$ cat src/rtl/mips_ctrl_pkg.sv
// mips_ctrl_pkg: decode constants, states, instruction classes and select encodings
package mips_ctrl_pkg;
  localparam logic [5:0] OP_RTYPE = 6'h00, OP_ORI = 6'h0D, OP_LW = 6'h23, OP_LH = 6'h21,
                         OP_SW = 6'h2B, OP_BEQ = 6'h04, OP_LUI = 6'h0F, OP_JAL = 6'h03;
  localparam logic [5:0] FN_ADD = 6'h20, FN_ADDU = 6'h21, FN_SUB = 6'h22, FN_SUBU = 6'h23,
                         FN_SLT = 6'h2A, FN_SLL = 6'h00, FN_JR = 6'h08;
  typedef enum logic [2:0] {
    S_FETCH = 3'd0, S_DECODE = 3'd1, S_EXEC = 3'd2, S_MEM = 3'd3, S_WB = 3'd4
  } state_t;
  typedef enum logic [2:0] {C_ALU, C_LOAD, C_SW, C_BEQ, C_JR, C_JAL, C_ILL} iclass_t;
  localparam logic [2:0] NPC_PC4 = 3'd0, NPC_BEQ = 3'd1, NPC_JAL = 3'd2, NPC_RS = 3'd3;
  localparam logic [1:0] RA_RD = 2'd0, RA_RT = 2'd1, RA_31 = 2'd2;
  localparam logic [2:0] RD_ALU = 3'd0, RD_DM = 3'd1, RD_LUI = 3'd2, RD_PC4 = 3'd3,
                         RD_LH = 3'd4, RD_SLT = 3'd5;
  localparam logic [2:0] ALU_ADD = 3'd0, ALU_SUB = 3'd1, ALU_OR = 3'd2, ALU_SLL = 3'd3;
  localparam logic [2:0] B_READ2 = 3'd0, B_SIMM = 3'd1, B_ZIMM = 3'd2, B_SHAMT = 3'd3;
endpackage

$ cat src/rtl/mips_ctrl_decode.sv
// mips_ctrl_decode: maps an instruction word to its class and static datapath selects
module mips_ctrl_decode
  import mips_ctrl_pkg::*;
(
  input  logic [31:0] instr,
  output iclass_t     cls,
  output logic        a1_op,
  output logic [1:0]  reg_addr_op,
  output logic [2:0]  reg_data_op,
  output logic [2:0]  alu_op,
  output logic [2:0]  alu_b_op,
  output logic [2:0]  next_pc_op
);
  logic [5:0] op, fn;
  logic unused_fields;
  assign op = instr[31:26];
  assign fn = instr[5:0];
  assign unused_fields = ^instr[25:6];
  always_comb begin
    cls = C_ILL;
    a1_op = 1'b0;
    reg_addr_op = RA_RD;
    reg_data_op = RD_ALU;
    alu_op = ALU_ADD;
    alu_b_op = B_READ2;
    next_pc_op = NPC_PC4;
    case (op)
      OP_RTYPE:
        case (fn)
          FN_ADD, FN_ADDU: cls = C_ALU;
          FN_SUB, FN_SUBU: begin cls = C_ALU; alu_op = ALU_SUB; end
          FN_SLT: begin cls = C_ALU; reg_data_op = RD_SLT; end
          FN_SLL: begin cls = C_ALU; a1_op = 1'b1; alu_b_op = B_SHAMT; alu_op = ALU_SLL; end
          FN_JR: begin cls = C_JR; next_pc_op = NPC_RS; end
          default: cls = C_ILL;
        endcase
      OP_ORI: begin cls = C_ALU; reg_addr_op = RA_RT; alu_b_op = B_ZIMM; alu_op = ALU_OR; end
      OP_LUI: begin cls = C_ALU; reg_addr_op = RA_RT; reg_data_op = RD_LUI; end
      OP_LW, OP_LH: begin
        cls = C_LOAD;
        reg_addr_op = RA_RT;
        reg_data_op = op == OP_LW ? RD_DM : RD_LH;
        alu_b_op = B_SIMM;
      end
      OP_SW: begin cls = C_SW; alu_b_op = B_SIMM; end
      OP_BEQ: begin cls = C_BEQ; alu_op = ALU_SUB; next_pc_op = NPC_BEQ; end
      OP_JAL: begin cls = C_JAL; reg_addr_op = RA_31; reg_data_op = RD_PC4; next_pc_op = NPC_JAL; end
      default: cls = C_ILL;
    endcase
  end
endmodule

$ cat src/rtl/mips_mc_ctrl.sv
// mips_mc_ctrl: multi-cycle FETCH/DECODE/EXEC/MEM/WB control sequencer
module mips_mc_ctrl
  import mips_ctrl_pkg::*;
(
  input  logic        clk,
  input  logic        reset,
  input  logic [31:0] instr,
  output logic        ir_en,
  output logic        pc_en,
  output logic [2:0]  next_pc_op,
  output logic        reg_write,
  output logic        a1_op,
  output logic [1:0]  reg_addr_op,
  output logic [2:0]  reg_data_op,
  output logic [2:0]  alu_op,
  output logic [2:0]  alu_b_op,
  output logic        mem_write,
  output logic        instr_done,
  output logic        illegal,
  output logic [2:0]  state
);
  state_t state_q, state_n;
  iclass_t cls;
  logic d_a1;
  logic [1:0] d_ra;
  logic [2:0] d_rd, d_alu, d_b, d_npc;
  logic fin, act;
  mips_ctrl_decode u_dec (
    .instr(instr), .cls(cls), .a1_op(d_a1), .reg_addr_op(d_ra), .reg_data_op(d_rd),
    .alu_op(d_alu), .alu_b_op(d_b), .next_pc_op(d_npc)
  );
  always_ff @(posedge clk) state_q <= reset ? S_FETCH : state_n;
  always_comb begin
    state_n = S_FETCH;
    case (state_q)
      S_FETCH: state_n = S_DECODE;
      S_DECODE: state_n = cls == C_ILL ? S_FETCH : cls == C_JAL ? S_WB : S_EXEC;
      S_EXEC: state_n = (cls == C_BEQ || cls == C_JR) ? S_FETCH :
                        (cls == C_LOAD || cls == C_SW) ? S_MEM : S_WB;
      S_MEM: state_n = cls == C_SW ? S_FETCH : S_WB;
      default: state_n = S_FETCH;
    endcase
  end
  // An instruction ends exactly when the sequencer is about to return to FETCH.
  assign fin = state_q != S_FETCH && state_n == S_FETCH;
  assign act = state_q == S_EXEC || state_q == S_MEM || state_q == S_WB;
  assign state = state_q;
  assign ir_en = !reset && state_q == S_FETCH;
  assign pc_en = !reset && fin;
  assign instr_done = !reset && fin;
  assign reg_write = !reset && state_q == S_WB;
  assign mem_write = !reset && state_q == S_MEM && cls == C_SW;
  assign illegal = !reset && state_q == S_DECODE && cls == C_ILL;
  assign next_pc_op = fin ? d_npc : NPC_PC4;
  assign a1_op = act && d_a1;
  assign reg_addr_op = act ? d_ra : RA_RD;
  assign reg_data_op = act ? d_rd : RD_ALU;
  assign alu_op = act ? d_alu : ALU_ADD;
  assign alu_b_op = act ? d_b : B_READ2;
endmodule

$ cat config.mk
export PLATFORM = sky130hd
export DESIGN_NAME = mips_mc_ctrl
export DESIGN_NICKNAME = d
export VERILOG_FILES = /design/src/rtl/mips_ctrl_pkg.sv /design/src/rtl/mips_ctrl_decode.sv /design/src/rtl/mips_mc_ctrl.sv
export SDC_FILE = /design/constraint.sdc
export NUM_CORES = 1
export LEC_CHECK = 0
export CORE_MARGIN = 2
export CORE_UTILIZATION = 37
export CTS_CLUSTER_SIZE = 40
export DETAILED_ROUTE_END_ITERATION = 8
export PLACE_DENSITY = 0.86
export SLEW_MARGIN = 30
export SYNTH_ARGS = -nofsm -noshare
export SYNTH_HDL_FRONTEND = slang
export SYNTH_HIERARCHICAL = 1
export SYNTH_SLANG_ARGS = --single-unit
$ cat constraint.sdc
create_clock -name clk -period 6.4 [get_ports clk]
set_clock_uncertainty 0.05 [all_clocks]
set_input_delay 0.96 -clock clk [delete_from_list [all_inputs] [get_ports clk]]
set_output_delay 0.96 -clock clk [all_outputs]
set_load 0.03 [all_outputs]
==> out/qor.txt <==
Rel. slew slack: 0.486
Fin nets: 185
Clock latency on the worst-skew pair: 0.23 ns
Fillers: 196
DRC viols: 0
#FFs+latches synth: 3
Post-synth ARST share: 0
Num rows: 16
Most Frequent Cell on Critical Path: clkdlybuf4s50_1
Chip width: 50.5 um
Clock Tree Buf Depth: 2
PD cells: 97.3 nW/um^2
MaxCap Viol Count: 0
Worst path slowest cell: clkdlybuf4s50_1
DRT Wirelength: 2130 um
Post-detail-place hpwl: 1630 um
DRC marker count from the first detailed-route iteration: 15
Period minus WS final: 5.19 ns
Worst Path Required: 5.39 ns
CP peak stage delay: 0.70 ns
RSZ-0062 raised after global routing: false
Netlist Area Pre-Place: 801 um^2
Crit-path cells: clkdlybuf4s50_1 -> or2_4 -> or3_4 -> nand2b_4 -> o21ai_1 -> nand2_1 -> o32a_1 -> a21oi_1 -> clkdlybuf4s50_1
Wl on met1: 887 um
Routability cong.: 0.799
Main flop type after synthesis: dfxtp_1
CTS clk-pin slew, worst paths: 0.04 ns
Routed met3 length: 104 um
IO Port Bufs: 34
First-pass GRT wire length: 3530 um
Total core area: 2000 um^2
Synth cell types: 42
Crit path max fanout: 9
Main combinational cell family by area after synthesis: simple AND/OR/NAND/NOR gates
Pleak: 0.000361 uW
CP Class: in -> out
Synthesized-area fraction occupied by adder cells: 0
Placed cell count: 173
Total grt overflow: 0
Yosys warns: 6
DR vias/cell: 5.54
Compound-Gate Fraction of Synth Area: 0.259
IO Count: 58
Syn Area/Cell: 6.51 um^2
Setup violators final: 0
Initial antenna violation count: 0
Synth-to-layout area growth: 41.9%
CP endpoint kind: output pin
Total number of vias: 981
Post-Synth XOR/XNOR Area: 0.0219
CTS tree: done
Worst Tran Pin Value: 0.765 ns
Post-synth EDFFs: 0
Simple-gate share of the synthesized area: 0.508
Uppermost layer routed: met3
Pre-Repair DR Iteration Count: 4
# Post-CTS Setup Buffers: 0
Die footprint: 2550 um^2
Final Max Slew Viols: 0
Max reg flops: 3
Mux contribution to synthesized area: 0.0125
FMAX: 193 MHz
Dpl cell area: 1110 um^2
Starting Density: 0.400
CTS Root Cell: clkbuf_4
Worst Path Arrival: 4.18 ns
Resize count post-CTS: 0
CTS buffer count: 3
Setup TNS: 0 ns
Die height: 50.5 um
H-tree depth: 1
Outcome: finished, final reports clean
VDD IR max: 0.0686 mV
Total track usage: 0.171
Crit share post-route: 0.812
Vias in the first global route: 870
DR WL met2: 1140 um
N_diodes: 0
Final hold vios: 0
Hold_buf cts: 0
Critical Path Start Type: input port
Seq/Total Area, Yosys: 0.0750
Clock sink total: 3
Detail Route Antenna Nets: 0
Post-Layout Cell Count: 177
Syn Inst Count: 123
Hold crit path type: reg -> reg
Layout cells sized above 1: 0.0533
Pin count of the biggest net entering global routing: 15
WL/cell: 12.0 um
Post-route cell area: 1140 um^2
-- final timing paths --
| check | start | end | slack (ns) | cells after the start |
|---|---|---|---|---|
| max | instr[28] | instr_done | 1.21 | 9 |
| min | state[1] | state[2] | 0.63 | 2 |
| max reg2reg | state[1] | state[1] | 5.06 | 2 |
| min reg2reg | state[1] | state[2] | 0.63 | 2 |
-- final cells by class --
type,instances,area (um^2),share of cell area
Multi-Input combinational cell,105,657,0.578
Inverter,3,11.3,0.00991
Tap cell,27,33.8,0.0297
Timing Repair Buffer,35,348,0.306
Clock buffer,4,26.3,0.0231
Sequential cell,3,60.1,0.0529
-- Yosys cell counts, drive strengths merged (2+ instances only) --
| library cell | number | area share |
|---|---|---|
| inv | 3 | 0.014 |
| nor4b | 4 | 0.044 |
| dfxtp | 3 | 0.075 |
| clkbuf | 6 | 0.028 |
| nor4 | 4 | 0.031 |
| nand3 | 2 | 0.013 |
| buf | 8 | 0.077 |
| and3 | 2 | 0.016 |
| a211oi | 3 | 0.028 |
| nand2 | 9 | 0.042 |
| a2111oi | 2 | 0.022 |
| a21boi | 4 | 0.038 |
| o21ai | 6 | 0.037 |
| nor3 | 7 | 0.044 |
| nor2b | 13 | 0.10 |
| nor2 | 13 | 0.061 |
| o32ai | 2 | 0.022 |
| xnor2 | 2 | 0.022 |
| nand2b | 6 | 0.056 |
| a21oi | 6 | 0.038 |
-- metrics by stage --
stage                     worst slack [ns]  hold WS (ns)   util  power [uW]
final                                 1.21         0.627  0.568         111
after global routing                 0.970         0.682  0.568         117
after CTS                             1.19         0.623  0.566         111
after detailed placement              1.18         0.613  0.553        77.2
after global placement                1.25         0.577  0.553        75.9
after floorplan                       1.57         0.661      -        60.4
-- cell families after synthesis --
group	Yosys count
simple gates	69
compound gates	30
buf+inv	17
flops	3
xor+xnor	2
mux	1
other cells	1
-- metal layers --
metal | vias up | GRT usage
met5 | - | 0
met4 | 0 | 0.0405
li1 | 496 | -
met3 | 0 | 0.0119
met2 | 33 | 0.346
met1 | 452 | 0.187
-- power breakdown --
| group | switching [uW] | leakage [uW] | total (uW) | internal, uW |
|---|---|---|---|---|
| clock network | 9.60 | 0.0000150 | 33.0 | 23.4 |
| registers | 2.87 | 0.0000246 | 22.7 | 19.8 |
| logic | 30.5 | 0.000322 | 54.9 | 24.4 |
| total | 43.0 | 0.000361 | 111 | 67.5 |
-- worst max-delay path: cells and delay by family --
| kind | cells | cell delay, ns |
|---|---|---|
| AND/OR/NAND/NOR | 4 | 0.98 |
| buffers and inverters | 2 | 1.25 |
| AO/OA/AOI/OAI | 3 | 0.99 |
-- layout by cell type (no fill, tap or decap), types with 4 or more instances in the layout --
master and count:
nand2b_1 5, nand2_1 9, nor4_1 4, nor2_1 13, nor4b_1 4, a21oi_1 6, clkdlybuf4s50_1 34, nor2b_1 13
a21boi_1 4, nor3_1 7, o21ai_0 5
Power figures use the tool's default switching activity.
